--- config.mk ---
export PLATFORM = sky130hd
export DESIGN_NAME = param_tx_fifo
export DESIGN_NICKNAME = d
export VERILOG_FILES = /design/src/rtl/param_tx_fifo.sv
export SDC_FILE = /design/constraint.sdc
export NUM_CORES = 1
export LEC_CHECK = 0
export ABC_CLOCK_PERIOD_IN_PS = 2300
export CAP_MARGIN = 10
export CELL_PAD_IN_SITES_DETAIL_PLACEMENT = 1
export CELL_PAD_IN_SITES_GLOBAL_PLACEMENT = 2
export CORE_UTILIZATION = 41
export CTS_CLUSTER_SIZE = 24
export DETAILED_ROUTE_END_ITERATION = 16
export PLACE_DENSITY_LB_ADDON = 0.08
export RECOVER_POWER = 100
export SYNTH_ARGS = -nofsm -noshare
export SYNTH_HDL_FRONTEND = slang
export SYNTH_SLANG_ARGS = --single-unit
--- constraint.sdc ---
create_clock -name clk -period 2.3 [get_ports clk]
set_input_delay 0.69 -clock clk [delete_from_list [all_inputs] [get_ports clk]]
set_output_delay 0.69 -clock clk [all_outputs]
set_load 0.03 [all_outputs]
--- src/rtl/param_tx_fifo.sv ---
// Parameterised transmit FIFO with first-word-fall-through output, level-based
// status flags and sticky overflow/underflow error indicators.
module param_tx_fifo #(
  parameter int unsigned WIDTH    = 8,
  parameter int unsigned DEPTH    = 16,
  parameter int unsigned AF_LEVEL = DEPTH - 2,
  parameter int unsigned AE_LEVEL = 2
) (
  input  logic                         clk,
  input  logic                         reset,
  input  logic                         en,
  input  logic                         new_data,
  input  logic                         shift,
  input  logic                         flush,
  input  logic                         clr_err,
  input  logic [WIDTH-1:0]             data_in,
  output logic [WIDTH-1:0]             data_out,
  output logic                         txff,
  output logic                         txfe,
  output logic                         txfaf,
  output logic                         txfae,
  output logic [$clog2(DEPTH+1)-1:0]   level,
  output logic                         ovf,
  output logic                         udf
);

  localparam int unsigned PW = $clog2(DEPTH);
  localparam int unsigned LW = $clog2(DEPTH + 1);

  logic [WIDTH-1:0] mem_q [DEPTH];
  logic [PW-1:0]    wr_ptr_q, wr_ptr_d;
  logic [PW-1:0]    rd_ptr_q, rd_ptr_d;
  logic [LW-1:0]    level_q, level_d;
  logic             ovf_q, ovf_d;
  logic             udf_q, udf_d;

  logic full, empty;
  logic push_req, pop_req, push_ok, pop_ok;

  always_comb begin
    full     = (level_q == LW'(DEPTH));
    empty    = (level_q == '0);
    push_req = en & new_data & ~flush;
    pop_req  = en & shift & ~flush;
    pop_ok   = pop_req & ~empty;
    // A pop in the same cycle frees a slot, so a full FIFO can still take a push.
    push_ok  = push_req & (~full | pop_ok);
  end

  always_comb begin
    wr_ptr_d = wr_ptr_q;
    rd_ptr_d = rd_ptr_q;
    level_d  = level_q;
    if (flush) begin
      wr_ptr_d = '0;
      rd_ptr_d = '0;
      level_d  = '0;
    end else begin
      if (push_ok) wr_ptr_d = wr_ptr_q + PW'(1);
      if (pop_ok)  rd_ptr_d = rd_ptr_q + PW'(1);
      case ({push_ok, pop_ok})
        2'b10:   level_d = level_q + LW'(1);
        2'b01:   level_d = level_q - LW'(1);
        default: level_d = level_q;
      endcase
    end
  end

  // Error set takes priority over a simultaneous clear.
  always_comb begin
    ovf_d = (push_req & ~push_ok) | (ovf_q & ~clr_err);
    udf_d = (pop_req & empty)     | (udf_q & ~clr_err);
  end

  always_ff @(posedge clk or negedge reset) begin
    if (!reset) begin
      wr_ptr_q <= '0;
      rd_ptr_q <= '0;
      level_q  <= '0;
      ovf_q    <= 1'b0;
      udf_q    <= 1'b0;
    end else begin
      wr_ptr_q <= wr_ptr_d;
      rd_ptr_q <= rd_ptr_d;
      level_q  <= level_d;
      ovf_q    <= ovf_d;
      udf_q    <= udf_d;
    end
  end

  always_ff @(posedge clk) begin
    if (push_ok) mem_q[wr_ptr_q] <= data_in;
  end

  assign txff     = full;
  assign txfe     = empty;
  assign txfaf    = (level_q >= LW'(AF_LEVEL));
  assign txfae    = (level_q <= LW'(AE_LEVEL));
  assign level    = level_q;
  assign ovf      = ovf_q;
  assign udf      = udf_q;
  assign data_out = empty ? '0 : mem_q[rd_ptr_q];

endmodule

## After elaboration in Yosys (flattened, before gate mapping)

Memories as Yosys holds them, arrays and structs flattened.
Index checks and enable logic that the tools add are counted.

| storage, ports and cells | value |
|---|---|
| register bits | 15 |
| logic and storage cells | 46 |
| memory bits (writable) | 128 |
| input port bits | 15 |
| output and inout bits | 19 |
| memories | 1 |

Memory list:

| name | words | bits a word | read ports | clocked after Yosys merged registers in | wr ports | line | source |
|---|---|---|---|---|---|---|---|
| mem_q | 16 | 8 | 1 | 0 | 1 | 30 | `logic [WIDTH-1:0] mem_q [DEPTH];` |

| operators by class | value |
|---|---|
| mux-type cells | 9 |
| $lt $le $gt $ge | 2 |
| bitwise operators | 18 |
| add/subtract/negate cells | 4 |
| reduce and logical (&&, ||, !) cells | 4 |
| equal/unequal tests | 3 |

Operator list:

| kind | count |
|---|---|
| $mux 4 | 4 |
| $and 1x1->1 | 10 |
| $pmux 5 s2 | 1 |
| $add 4x1->4 const B | 2 |
| $mux 8 | 1 |
| $add 5x1->5 const B | 1 |
| $eq 5x5->1 const B | 1 |
| $ge 5x4->1 const B | 1 |
| $le 5x2->1 const B | 1 |
| $logic_not 5->1 | 1 |
| $mux 5 | 1 |
| $not 1->1 | 5 |
| $sub 5x1->5 const B | 1 |
| $reduce_bool 2->1 | 2 |
| $or 1x1->1 | 3 |
| $reduce_bool 3->1 | 1 |
| $eq 2x1->1 const B | 1 |
| $eq 2x2->1 const B | 1 |
| $mux 1 | 2 |

## Depth between registers and ports, before layout

| logic depth | value |
|---|---|
| word-level depth | 8 |
| depth in mapped cells | 9 |
| gate-level depth less buffers | 8 |

## Worst setup path before layout

Ideal clock, no wire load.

| path | value |
|---|---|
| path kind | register -> output |
| from | register level_q[4] (netlist: level[4]) |
| to | output port txfae |
| required time | 1.610 ns |
| cell stages (with the launch flop) | 3 |
| path buffers | 1 |
| arrival | 2.349 ns |
| slack | -0.739 ns |
| cells stage by stage | dfrtp_1 > clkbuf_1 > a2111oi_0 |

| on the way | value |
|---|---|
| longest elaborated chain between the ends | 1 |

Ends and longest elaborated chain:

| element | line | source |
|---|---|---|
| start: declaration | 33 | `logic [LW-1:0] level_q, level_d;` |
| start signal: assignment | 85 | `level_q <= level_d;` |
| $le 5x2->1 | 98 | `assign txfae = (level_q <= LW'(AE_LEVEL));` |
| end: declaration | 21 | `output logic txfae,` |

Every way passes these cells.

## Final worst setup path

| path | value |
|---|---|
| from | register level_q[0] (netlist: level[0]) |
| to | output port data_out[5] |

| on the way | value |
|---|---|
| longest elaborated chain between the ends | 2 |

Ends and longest elaborated chain:

| element | line | source |
|---|---|---|
| $logic_not 5->1 | 42 | `empty = (level_q == '0);` |
| $mux 8 | 102 | `assign data_out = empty ? '0 : mem_q[rd_ptr_q];` |
| end: declaration | 17 | `output logic [WIDTH-1:0] data_out,` |

Every way passes these cells.

==> impl_metrics.yaml <==
run_status:
  status: "finished with violations"
  violations: "negative setup slack"
placed_design:
  dp_hpwl_um: 9380
  placed_area_um2: 7120
  gp_congestion: 0.792
  io_buffers: 33
synthesis:
  synthAdderAreaFrac_pct: 2.00
  synth_simple_gate_area_share_pct: 5.21
  yosysSeqAreaShare_pct: 70.2
  synthXorXnorAreaFrac_pct: 0.729
  yosysTopAreaCell: "edfxtp_1"
  syn_inst: 332
  yosysWarnings: 0
  synth.area.mux_share_pct: 15.0
  synth_compound_area_share_pct: 4.60
  ys_ff_latch: 143
  synthTopCellsByArea: "edfxtp_1 (64%), mux4_2 (12%), dfrtp_1 (6.2%)"
  synth_area_um2: 6010
  avgSynthCellArea_um2: 18.1
  synth_nets: 356
  ys_types: 42
  synth_top_area_share_pct: 64.0
  synth_top_family_by_area: "multiplexers"
clock_network:
  htreeDepth: 4
  cts_max_path_buffers: 2
  clockRootBuffer: "clkbuf_16"
  cts_hold_buf: 0
  cts_sinks: 143
  cts_buffers: 17
  clkTransAtPathRegs_ns: 0.06
  cts_tree: "done"
  clkLatencyLatePin_ns: 0.42
sta:
  fin_ws_ns: -0.475
  drv_slew: 0
  fin_skew_ns: 0.00581
  setup_viol: 86
  rsz0062_at_grt: "yes"
  worst_pin_slew_ns: 0.934
  finalCriticalPeriod_ns: 2.78
  hold_viol: 0
  maxSlewHeadroom_pct: 37.8
  fin_crit_sh_pct: 121
  max_freq_mhz: 360
layout:
  drive_gt1_share_pct: 39.1
  nFillCells: 1289
  num_antenna_cells: 0
  area_growth_pct: 32.8
  final_area_um2: 7980
  nets: 460
routing:
  post_drt_wl_per_cell_um: 22.3
  detail-route-antenna-nets: 0
  drtPass1Iterations: 4
  drtIter0Drc: 197
  vias: 3382
  wl_um: 14000
  via_per_inst: 5.39
  remaining_drc_errors: 0
floorplanning:
  rows: 43
  die_area_um2: 15100
  ios: 34
  dieHeight_um: 123
  coreArea_um2: 14100
  initial_core_util_pct: 42.6
  die_w_um: 123
hold_path:
  hold_path_class: "reg2reg"
power_and_ir_drop:
  cellPowerDensity_nw_per_um2: 793
  power_mw: 6.33
  leakagePower_nw: 2.72
  peakVddDrop_mv: 0.527
worst_setup_path:
  crit_required_ns: 1.61
  worstPathMaxFanout: 8
  critPathTopFamily: "simple AND/OR/NAND/NOR gates"
  max_stage_delay_ns: 0.60
  worstSetupPathType: "reg2out"
  cp_slowest_cell: "or4_1"
  worstSetupEndpointType: "primary output"
  cp-start-kind: "flop"
  crit_chain: "or4_1 -> nor2_4 -> or2_4 -> o22ai_1 -> buf_4"
  cp.buffers_inverters: 1
  cp.arrival_ns: 2.09
global_routing:
  grt_pass1_vias: 3663
  grt_pass1_wl_um: 21200
  grt_max_degree: 21
  antenna_found_initial: 0
  grt_use_total_pct: 20.5
  overflow: 0
job:
  drv_cap: 0
## cells in the final DEF (no fill, tap or decap), drive strengths merged, types with 6 or more instances in the layout
| cell | count |
|---|---|
| edfxtp | 128 |
| buf | 70 |
| mux4 | 32 |
| clkbuf | 31 |
| mux2i | 18 |
| dfrtp | 15 |
| inv | 14 |
| dlygate4sd3 | 12 |
| nor2 | 12 |
| o21ai | 10 |
| o22ai | 9 |
| and2 | 8 |
| ha | 8 |
| nand3b | 6 |
| a21oi | 6 |
| nand3 | 6 |
## routing by layer
| layer | global-route usage (%) | part of all wire (%) |
|---|---|---|
| met3 | 5.58 | 4.0 |
| met1 | 25.0 | 42 |
| met2 | 35.7 | 52 |
| met4 | 6.10 | 1.3 |
| met5 | 0 | 0 |
## cell usage after synthesis
library cell	number
edfxtp_1	128
mux4_2	32
mux2i_1	18
dfrtp_1	15
inv_1	14
nor2_1	12
o22ai_1	9
and2_1	8
clkbuf_1	8
ha_1	8
o21ai_0	7
a21oi_1	6
nand3_1	6
nand3b_1	6
nand2_1	5
a211oi_1	4
a21o_1	4
buf_2	4
nor4_1	4
buf_4	3
xnor2_1	3
nand2b_1	2
nand4b_1	2
nor2b_1	2
nor3b_1	2
o21ai_1	2
o31ai_1	2
xor2_1	2
a2111oi_0	1
a21boi_0	1
a22oi_2	1
and3b_1	1
buf_6	1
fa_1	1
nor4_2	1
o211a_4	1
o211ai_1	1
o21a_1	1
o21ai_2	1
or2_2	1
or3_1	1
or4_1	1
## path summary, 6_finish.rpt
kind / startpoint / endpoint / slack (ns) / cells after the start
hold reg to reg: udf / udf / 0.53 / 2
min in group asynchronous: reset / wr_ptr_q[2] / 0.93 / 2
hold / removal: udf / udf / 0.53 / 2
setup / recovery: level[0] / data_out[5] / -0.48 / 5
max in group asynchronous: reset / rd_ptr_q[1] / 0.74 / 2
setup reg to reg: level[0] / level[4] / -0.34 / 9
## worst reg2reg max path: stages (launching register included)
cell and delay [ns]:
dfrtp_2 0.40, or4_1 0.60, clkbuf_1 0.23, o211a_4 0.30, buf_6 0.14, ha_4 0.29
nand2b_4 0.05, a21o_1 0.18, a22oi_2 0.16, mux2i_1 0.22
## report_power, final
part | leakage, nW | switching, mW | total [mW] | internal [mW]
clock | 0.269 | 0.961 | 2.63 | 1.67
combinational | 1.10 | 0.463 | 0.820 | 0.356
sequential | 1.35 | 0.0157 | 2.87 | 2.86
total | 2.72 | 1.44 | 6.33 | 4.89
## flip-flops by register name, summed over array words and instances (netlist names)
register	cells
level	5
ovf	1
udf	1
rd_ptr_q	4
wr_ptr_q	4
mem_q	128
## what timing repair did
action,in CTS,in global routing
resized for setup,92,14
pin swaps,9,7
gates cloned,1,0
buffers inserted,9,5
setup endpoints to repair,29,64
## logic make-up after synthesis
logic type / after synthesis
adder cells (fa/ha/maj): 9
AND/OR/NAND/NOR: 54
AO/OA/AOI/OAI: 41
flip-flops: 143
multiplexers: 50
buffers and inverters: 30
XOR/XNOR: 5
## through the flow
step / hold slack, ns / std cells / TNS (ns) / util (%) / setup slack, ns
after global placement: 0.516 / 586 / -49.41 / 50.5 / -0.480
final: 0.527 / 627 / -8.41 / 56.6 / -0.475
after CTS: 0.534 / 626 / -4.76 / 56.7 / -0.495
after global routing: 0.558 / 627 / -17.93 / 56.6 / -0.577
after floorplan: 0.394 / 332 / -2.18 / - / -0.271
after detailed placement: 0.526 / 586 / -50.49 / 50.5 / -0.580
## final cells by class
| type | instances | area, um^2 | area share, % |
|---|---|---|---|
| Multi-Input combinational cell | 159 | 1910 | 23.9 |
| Timing Repair Buffer | 101 | 1000 | 12.6 |
| Sequential cell | 143 | 4230 | 53.0 |
| Tap cell | 180 | 225 | 2.82 |
| Clock buffer | 21 | 440 | 5.52 |
| Inverter | 14 | 52.6 | 0.659 |
| Clock inverter | 9 | 119 | 1.49 |
No activity file was read; power rests on OpenSTA's default activity.
